===== src/rtl/wb_rf_port_arbiter_pkg.sv =====
// Shared types for the regfile write-port arbiter: FSM encoding, r0 constant,
// and the width helper for the starvation counter.
// Latency: n/a. Backpressure: n/a.
package wb_rf_port_arbiter_pkg;

  typedef enum logic [1:0] {
    ST_IDLE  = 2'd0,  // holding buffer empty
    ST_HOLD  = 2'd1,  // buffer full, WB keeps priority
    ST_FORCE = 2'd2   // buffer full and starved long enough: it owns the port
  } arb_state_t;

  localparam logic [4:0] REG_ZERO = 5'd0;

  // The counter must be able to hold STARVE_LIMIT itself.
  function automatic int starve_cnt_w(input int limit);
    return $clog2(limit + 1);
  endfunction

endpackage


===== src/rtl/wb_rf_port_arbiter_hold_buf.sv =====
// One-entry holding buffer for a MUL/DIV result waiting for the regfile port.
// Latency: load visible next cycle; kill/drain clear valid next cycle.
// Backpressure: none internally; the owner only loads when the buffer is empty.
// Ports: clk, rst (async active-low), load/load_rdc/load_wdata, kill, drain,
//        valid/rdc/data (buffer contents; rdc/data keep last value when empty).
module wb_hold_buf
  import wb_rf_port_arbiter_pkg::*;
#(
  parameter int DATA_W = 32
) (
  input  logic              clk,
  input  logic              rst,
  input  logic              load,
  input  logic [4:0]        load_rdc,
  input  logic [DATA_W-1:0] load_wdata,
  input  logic              kill,
  input  logic              drain,
  output logic              valid,
  output logic [4:0]        rdc,
  output logic [DATA_W-1:0] data
);

  always_ff @(posedge clk or negedge rst) begin
    if (!rst) begin
      valid <= 1'b0;
      rdc   <= REG_ZERO;
      data  <= '0;
    end else begin
      if (kill || drain) begin
        valid <= 1'b0;
      end else if (load) begin
        valid <= 1'b1;
        rdc   <= load_rdc;
        data  <= load_wdata;
      end
    end
  end

endmodule


===== src/rtl/wb_rf_port_arbiter.sv =====
// Arbitrates the single regfile write port between the WB stage and MUL/DIV.
// Latency: WB fire -> rf_we 1 cycle; DIV handshake -> rf_we >= 2 cycles.
// Backpressure: div_ready only when buffer empty; pipe_ready drops for one
//   cycle when a buffered result has starved STARVE_LIMIT cycles.
// Ports: clk, rst (async active-low); pipe_* WB request; div_* MUL/DIV request;
//        rf_* registered write port; pend_* buffer state for hazard logic.
module wb_rf_port_arbiter
  import wb_rf_port_arbiter_pkg::*;
#(
  parameter int STARVE_LIMIT = 4,
  parameter int DATA_W       = 32
) (
  input  logic              clk,
  input  logic              rst,
  input  logic              pipe_we,
  input  logic [4:0]        pipe_rdc,
  input  logic [DATA_W-1:0] pipe_wdata,
  output logic              pipe_ready,
  input  logic              div_valid,
  input  logic [4:0]        div_rdc,
  input  logic [DATA_W-1:0] div_wdata,
  output logic              div_ready,
  output logic              rf_we,
  output logic [4:0]        rf_wa,
  output logic [DATA_W-1:0] rf_wd,
  output logic              pend_valid,
  output logic [4:0]        pend_rdc
);

  localparam int CNT_W = starve_cnt_w(STARVE_LIMIT);
  localparam logic [CNT_W-1:0] CNT_LIMIT = CNT_W'(STARVE_LIMIT);

  arb_state_t        state;
  logic [CNT_W-1:0]  starve_cnt;
  logic [CNT_W-1:0]  cnt_inc;

  logic              buf_valid;
  logic [4:0]        buf_rdc;
  logic [DATA_W-1:0] buf_data;

  logic wb_wr;      // WB fires and actually writes (not r0)
  logic in_hold;
  logic in_force;
  logic buf_load;
  logic buf_kill;
  logic buf_drain;

  assign div_ready  = (state == ST_IDLE);
  assign pipe_ready = (state != ST_FORCE);
  assign pend_valid = (state != ST_IDLE);
  assign pend_rdc   = buf_rdc;

  assign in_hold  = (state == ST_HOLD)  && buf_valid;
  assign in_force = (state == ST_FORCE) && buf_valid;
  assign wb_wr    = pipe_we && pipe_ready && (pipe_rdc != REG_ZERO);
  assign cnt_inc  = starve_cnt + 1'b1;

  // r0 results are accepted but never stored.
  assign buf_load  = div_valid && div_ready && (div_rdc != REG_ZERO);
  // A younger WB write to the same register makes the buffered value stale.
  assign buf_kill  = in_hold && wb_wr && (pipe_rdc == buf_rdc);
  // A WB fire to r0 leaves the port free, so the buffer drains that cycle.
  assign buf_drain = in_force || (in_hold && !wb_wr);

  wb_hold_buf #(
    .DATA_W (DATA_W)
  ) u_hold_buf (
    .clk        (clk),
    .rst        (rst),
    .load       (buf_load),
    .load_rdc   (div_rdc),
    .load_wdata (div_wdata),
    .kill       (buf_kill),
    .drain      (buf_drain),
    .valid      (buf_valid),
    .rdc        (buf_rdc),
    .data       (buf_data)
  );

  always_ff @(posedge clk or negedge rst) begin
    if (!rst) begin
      state      <= ST_IDLE;
      starve_cnt <= '0;
      rf_we      <= 1'b0;
      rf_wa      <= REG_ZERO;
      rf_wd      <= '0;
    end else begin
      rf_we <= 1'b0;
      if (in_force) begin
        rf_we      <= 1'b1;
        rf_wa      <= buf_rdc;
        rf_wd      <= buf_data;
        state      <= ST_IDLE;
        starve_cnt <= '0;
      end else if (wb_wr) begin
        rf_we <= 1'b1;
        rf_wa <= pipe_rdc;
        rf_wd <= pipe_wdata;
        if (in_hold) begin
          if (buf_kill) begin
            state      <= ST_IDLE;
            starve_cnt <= '0;
          end else begin
            starve_cnt <= cnt_inc;
            if (cnt_inc == CNT_LIMIT) begin
              state <= ST_FORCE;
            end
          end
        end else if (buf_load) begin
          state <= ST_HOLD;
        end
      end else if (in_hold) begin
        rf_we      <= 1'b1;
        rf_wa      <= buf_rdc;
        rf_wd      <= buf_data;
        state      <= ST_IDLE;
        starve_cnt <= '0;
      end else if (buf_load) begin
        state <= ST_HOLD;
      end
    end
  end

endmodule


===== config.mk =====
export PLATFORM = sky130hd
export DESIGN_NAME = wb_rf_port_arbiter
export DESIGN_NICKNAME = d
export VERILOG_FILES = /design/src/rtl/wb_rf_port_arbiter_pkg.sv /design/src/rtl/wb_rf_port_arbiter_hold_buf.sv /design/src/rtl/wb_rf_port_arbiter.sv
export SDC_FILE = /design/constraint.sdc
export NUM_CORES = 1
export LEC_CHECK = 0
export BUFFER_PORTS_ARGS = -buffer_cell sky130_fd_sc_hd__buf_2
export CAP_MARGIN = 20
export CELL_PAD_IN_SITES_DETAIL_PLACEMENT = 1
export CELL_PAD_IN_SITES_GLOBAL_PLACEMENT = 1
export CORE_ASPECT_RATIO = 1.75
export CORE_MARGIN = 3
export CORE_UTILIZATION = 42
export CTS_CLUSTER_SIZE = 14
export DETAILED_ROUTE_END_ITERATION = 16
export PLACE_DENSITY = 0.83
export REMOVE_ABC_BUFFERS = 1
export SLEW_MARGIN = 20
export SYNTH_ARGS = -nofsm -noshare
export SYNTH_HDL_FRONTEND = slang
export SYNTH_SLANG_ARGS = --single-unit

===== constraint.sdc =====
create_clock -name clk -period 3.9 [get_ports clk]
set_input_delay 0.585 -clock clk [delete_from_list [all_inputs] [get_ports clk]]
set_output_delay 0.585 -clock clk [all_outputs]
set_load 0.05 [all_outputs]

# Word level (Yosys, flattened, before mapping)
# Index checks and enable logic that the tools add are counted.
# W data, S select, Z words.
dict set report op_classes {
  n_eq_ne 6
  mux 23
  n_reduce_logical 20
  add_sub_neg 1
  bitwise_logic 1
}
# operator n
set ops {}
lappend ops {{$mux W32} 3}
lappend ops {{$mux W3} 5}
lappend ops {{$mux W5} 3}
lappend ops {{$mux W2} 7}
lappend ops {{$reduce_bool A5 Y1} 2}
lappend ops {{$logic_and A1 B1 Y1} 9}
lappend ops {{$reduce_bool A2 Y1} 3}
lappend ops {{$eq A5 B5 Y1} 1}
lappend ops {{$mux W1} 5}
lappend ops {{$ne A5 B2 Y1 const B} 1}
lappend ops {{$add A3 B1 Y3 const B} 1}
lappend ops {{$eq A3 B3 Y1 const B} 1}
lappend ops {{$reduce_bool A3 Y1} 1}
lappend ops {{$eq A2 B1 Y1 const B} 1}
lappend ops {{$eq A2 B2 Y1 const B} 1}
lappend ops {{$logic_not A2 Y1} 1}
lappend ops {{$logic_or A1 B1 Y1} 2}
lappend ops {{$ne A2 B2 Y1 const B} 1}
lappend ops {{$reduce_and A2 Y1} 1}
lappend ops {{$logic_not A1 Y1} 1}
lappend ops {{$not A1 Y1} 1}
dict set report word_totals {
  ff_bits 81
  wordCells 59
  inputBits 78
}

# Longest topological paths before layout
dict set report depth {
  ltp_word 9
  depth_mapped 6
}

# By module
# Synthesis repeated with hierarchy kept, for this count alone.
dict set report unflattened {
  cells_unflattened 295
  area_unflattened_um2 3875.0
}
# mod instances cells_each seq_area_each_um2 area_each_um2
set by_module_without_submodules {}
lappend by_module_without_submodules {wb_rf_port_arbiter 1 213 1076.0 2302.2}
lappend by_module_without_submodules {wb_hold_buf 1 82 950.9 1572.8}

# Least setup slack after synthesis
# OpenSTA, ideal clock, no wires.
dict set report synth_timing {
  path_kind {flip-flop to flip-flop}
  start {register state[1]}
  end {register u_hold_buf.data[0]}
  required_ns 3.775
  synth_period_minus_slack_ns 2.642
  setup_slack_ns 1.258
  path_stages_with_launch 7
  setup_time_ns 0.125
  arrival_ns 2.517
  cell_sequence {dfrtp_1 > nor2_1 > inv_1 > or2_1 > buf_6 > buf_12 > mux2_4}
}
# element line_no
set synth_rtl {}
lappend synth_rtl {{start, declared} wb_rf_port_arbiter.sv:33} ;# arb_state_t state;
lappend synth_rtl {{start signal, assigned} wb_rf_port_arbiter.sv:82} ;# state <= ST_IDLE;
lappend synth_rtl {{start signal, assigned} wb_rf_port_arbiter.sv:93} ;# state <= ST_IDLE;
lappend synth_rtl {{start signal, assigned} wb_rf_port_arbiter.sv:101} ;# state <= ST_IDLE;
lappend synth_rtl {{$logic_not A2 Y1} wb_rf_port_arbiter.sv:48} ;# assign div_ready = (state == ST_IDLE);
lappend synth_rtl {{via div_ready} wb_rf_port_arbiter.sv:22} ;# output logic div_ready,
lappend synth_rtl {{$logic_and A1 B1 Y1 (2 in a row)} wb_rf_port_arbiter.sv:59} ;# assign buf_load = div_valid && div_ready && (div_rdc != REG_ZERO);
lappend synth_rtl {{$reduce_and A2 Y1 (no line)} --}
lappend synth_rtl {{end signal, assigned} wb_rf_port_arbiter_hold_buf.sv:34} ;# data <= load_wdata;
lappend synth_rtl {{end, declared} wb_rf_port_arbiter_hold_buf.sv:20} ;# output logic [DATA_W-1:0] data
# The timed path passes the listed nets, and every way through them passes these cells.
# A chain may end at the register's enable or synchronous reset.

# Worst setup path in the final report
dict set report layout_timing {
  start {input port div_rdc[0]}
  end {register u_hold_buf.data[25]}
}
dict set report layout_via {
  elab_chain_len 3
}
# element line_no
set layout_lines {}
lappend layout_lines {{start, declared} wb_rf_port_arbiter.sv:20} ;# input logic [4:0] div_rdc,
lappend layout_lines {{$reduce_bool A5 Y1} wb_rf_port_arbiter.sv:59}
lappend layout_lines {{$logic_and A1 B1 Y1} wb_rf_port_arbiter.sv:59}
lappend layout_lines {{$reduce_and A2 Y1 (no line)} --}
# No other way between the ends.

==> impl_metrics.py <==
metrics = {
    "run_status": {
        "run_status": "completed",
    },
    "setup_path": {
        "worstPathArrival_ns": 2.66,
        "path_depth": 6,
        "critical_path_required_ns": 4.12,
        "r2r-start": "state[1]",
        "worstPathCellList": "buf_2 -> or4_1 -> o21ai_1 -> or2_2 -> buf_12 -> mux2_2",
        "critPathBufInv": 2,
        "cp_top_family": "simple AND/OR/NAND/NOR gates",
        "r2r_end": "rf_wa[3]",
        "cp-start-kind": "primary input",
        "r2r_slack_ns": 1.54,
        "crit_end": "u_hold_buf.data[25]",
        "cp_slowest_cell": "or2_2",
        "slowest_delay_ns": 0.57,
        "worstSetupStartpoint": "div_rdc[0]",
        "r2r_cells": 6,
        "crit_type": "in2reg",
        "end_kind": "register",
        "crit_fanout": 20,
    },
    "route": {
        "initialDrtViolationCount": 123,
        "routed_wl_microns": 10000,
        "via_count": 2740,
        "post_drt_wl_per_cell_microns": 18.8,
        "ant_nets": 0,
        "via_per_inst": 5.13,
        "first_pass_iters": 4,
        "drc": 0,
    },
    "yosys": {
        "yosys_register_bits": 81,
        "yosysTopAreaCell": "dfrtp_1",
        "yosysUniqueCellTypes": 31,
        "yosysSeqAreaShare": 0.552,
        "netlist_area_sq_mm": 0.00367,
        "syn_inst": 292,
        "synth_top_area_frac": 0.552,
        "ys.warnings.count": 0,
        "synth_area_leaders": "dfrtp_1, mux2_4, mux2i_1, a21oi_1, nor2_1",
        "avgSynthCellArea_sq_um": 12.6,
    },
    "power": {
        "p_comb_frac": 0.453,
        "p_leak_nw": 2.43,
        "seqPwrFrac": 0.344,
        "powerDensity_mw_per_mm2": 911,
        "p_int_w": 0.00246,
        "pwr-share-clk": 0.203,
        "swShare": 0.420,
        "p_switching_w": 0.00178,
        "vdd.ir_drop.worst_v": 0.000457,
    },
    "sta": {
        "finalClockSkew_ns": 0.00395,
        "period_share": 0.626,
        "finalSetupViolations": 0,
        "drv_slew": 0,
        "worstMarginPinSlew_ns": 0.933,
        "hold_viol": 0,
        "fmax_ghz": 0.410,
        "min_period_ns": 2.44,
        "tns_ns": 0,
        "setup_ws_ns": 1.46,
        "relSlewSlack": 0.376,
        "hold_ws_ns": 0.281,
        "rsz0062_at_grt": "false",
    },
    "global_routing": {
        "grt_use_total": 0.206,
        "grt_pass1_vias": 3006,
        "grt_start_max_net_pins": 82,
        "overflow": 0,
        "antenna_found_initial": 2,
        "grt_pass1_wl_microns": 15700,
    },
    "cts": {
        "cts.sinks": 81,
        "cts_root_buf": "clkbuf_16",
        "clk_latency_ns": 0.34,
        "cts_tree": "built",
        "htreeDepth": 3,
        "ctsResizeCount": 0,
        "clock_path_buffers": 2,
        "ctsHoldBuffers": 0,
        "cts_setup_buffers": 0,
        "cts.reportedPaths.clkPinSlew_ns": 0.06,
        "numCtsBuffers": 9,
    },
    "run": {
        "cap_violations": 0,
    },
    "min_path": {
        "holdCritPathClass": "in2async",
    },
    "place": {
        "dp_hpwl_microns": 6900,
        "preCtsSetupSlack_ns": 1.09,
        "gp_congestion": 0.832,
        "portBuffers": 123,
    },
    "floorplan": {
        "initial_core_util": 0.436,
        "die-area_sq_mm": 0.00995,
        "die_h_microns": 130,
        "ios": 124,
        "die_w_microns": 76.7,
        "rows": 44,
        "fp.coreArea_sq_mm": 0.00842,
    },
    "final_layout": {
        "seqCellArea_sq_mm": 0.00203,
        "nets": 493,
        "fillers": 922,
        "multiInputGateArea_sq_mm": 0.00151,
        "area_growth_pct": 26.7,
        "drive_gt1_frac": 0.436,
    },
}
cells in the final DEF (no fill, tap or decap), types with 2 or more instances in the layout:
cell type  instances
ha_1               2
or4_1              2
o21ai_0            2
clkinv_2           2
buf_2            122
nor2b_1            2
inv_1              3
xnor2_1            2
nand2_1            8
o22ai_1            3
mux2_2             8
nor3_1             2
buf_4              3
xor2_1             5
nand3_1            3
mux2i_1           35
clkbuf_16          9
dfrtp_1           81
mux2_4            30
a21oi_1           38
nor2_1            40
diode_2            2
clkbuf_8           2
metal layers:
layer | up-vias | wire, microns | GRT usage
met2 | 76 | 5710 | 0.384
met5 | - | 0 | 0
li1 | 1259 | - | -
met1 | 1381 | 3600 | 0.216
met4 | 0 | 343 | 0.104
met3 | 24 | 380 | 0.0435
kinds of logic (layout without fill, tap and decap cells):
group | after synthesis | count (layout) | synth area share
flip-flops | 81 | 81 | 0.552
multiplexers | 73 | 73 | 0.242
adder cells (fa/ha/maj) | 2 | 2 | 0.00681
AO/OA/AOI/OAI | 49 | 49 | 0.0732
XOR/XNOR | 7 | 7 | 0.0167
AND/OR/NAND/NOR | 60 | 60 | 0.0678
buffers and inverters | 20 | 145 | 0.0415
other | 0 | 2 | 0
flip-flops by register name (all words and copies together), names as in the netlist:
| register | count |
|---|---|
| state | 2 |
| rf_wa | 5 |
| rf_wd | 32 |
| u_hold_buf.valid | 1 |
| starve_cnt | 3 |
| u_hold_buf.rdc | 5 |
| u_hold_buf.data | 32 |
| rf_we | 1 |
cell usage after synthesis (all sizes together):
cell type / n
dfrtp: 81
nor2: 40
a21oi: 38
mux2: 38
mux2i: 35
buf: 16
nand2: 9
xor2: 5
inv: 3
nand3: 3
o21ai: 3
o22ai: 3
ha: 2
nor2b: 2
nor3: 2
or4: 2
xnor2: 2
a31oi: 1
a32o: 1
clkbuf: 1
nand2b: 1
o2111ai: 1
o211ai: 1
o21a: 1
or2: 1
area by class of cell:
type / instances / area share
flip-flops and latches: 81 / 0.435
multi-input cells: 191 / 0.324
repair buffers: 127 / 0.143
clock buffers: 12 / 0.0551
well taps: 115 / 0.0309
clock inverters: 3 / 0.00860
inverters: 3 / 0.00242
diodes: 2 / 0.00108
how the worst min path moves through the flow:
stage	slack, ns	endpoint	depth (start not counted)	startpoint
after floorplan	0.29	rf_wa[0]	0	rst
after global placement	0.49	u_hold_buf.data[20]	1	u_hold_buf.data[20]
after detailed placement	0.50	u_hold_buf.data[22]	1	u_hold_buf.data[22]
after CTS	0.47	u_hold_buf.rdc[4]	1	rst
after global routing	0.33	u_hold_buf.rdc[4]	1	rst
final	0.28	u_hold_buf.rdc[4]	1	rst
power groups by stage:
stage / combinational (W) / clock (W) / sequential (W)
floorplan: 0.000917 / 0 / 0.00200
global placement: 0.00187 / 0 / 0.00145
detailed placement: 0.00193 / 0 / 0.00147
CTS: 0.00194 / 0.000871 / 0.00146
global route: 0.00204 / 0.000907 / 0.00151
finish: 0.00192 / 0.000860 / 0.00146
through the flow:
step | cells | instance area [sq um] | total power (W) | util
after floorplan | 275 | 3530 | 0.00291 | -
after global placement | 517 | 4350 | 0.00332 | 0.516
after detailed placement | 517 | 4350 | 0.00340 | 0.516
after CTS | 532 | 4650 | 0.00428 | 0.552
after global routing | 534 | 4650 | 0.00446 | 0.553
final | 534 | 4650 | 0.00424 | 0.553
Note: power is estimated with default switching activity, not from simulation.
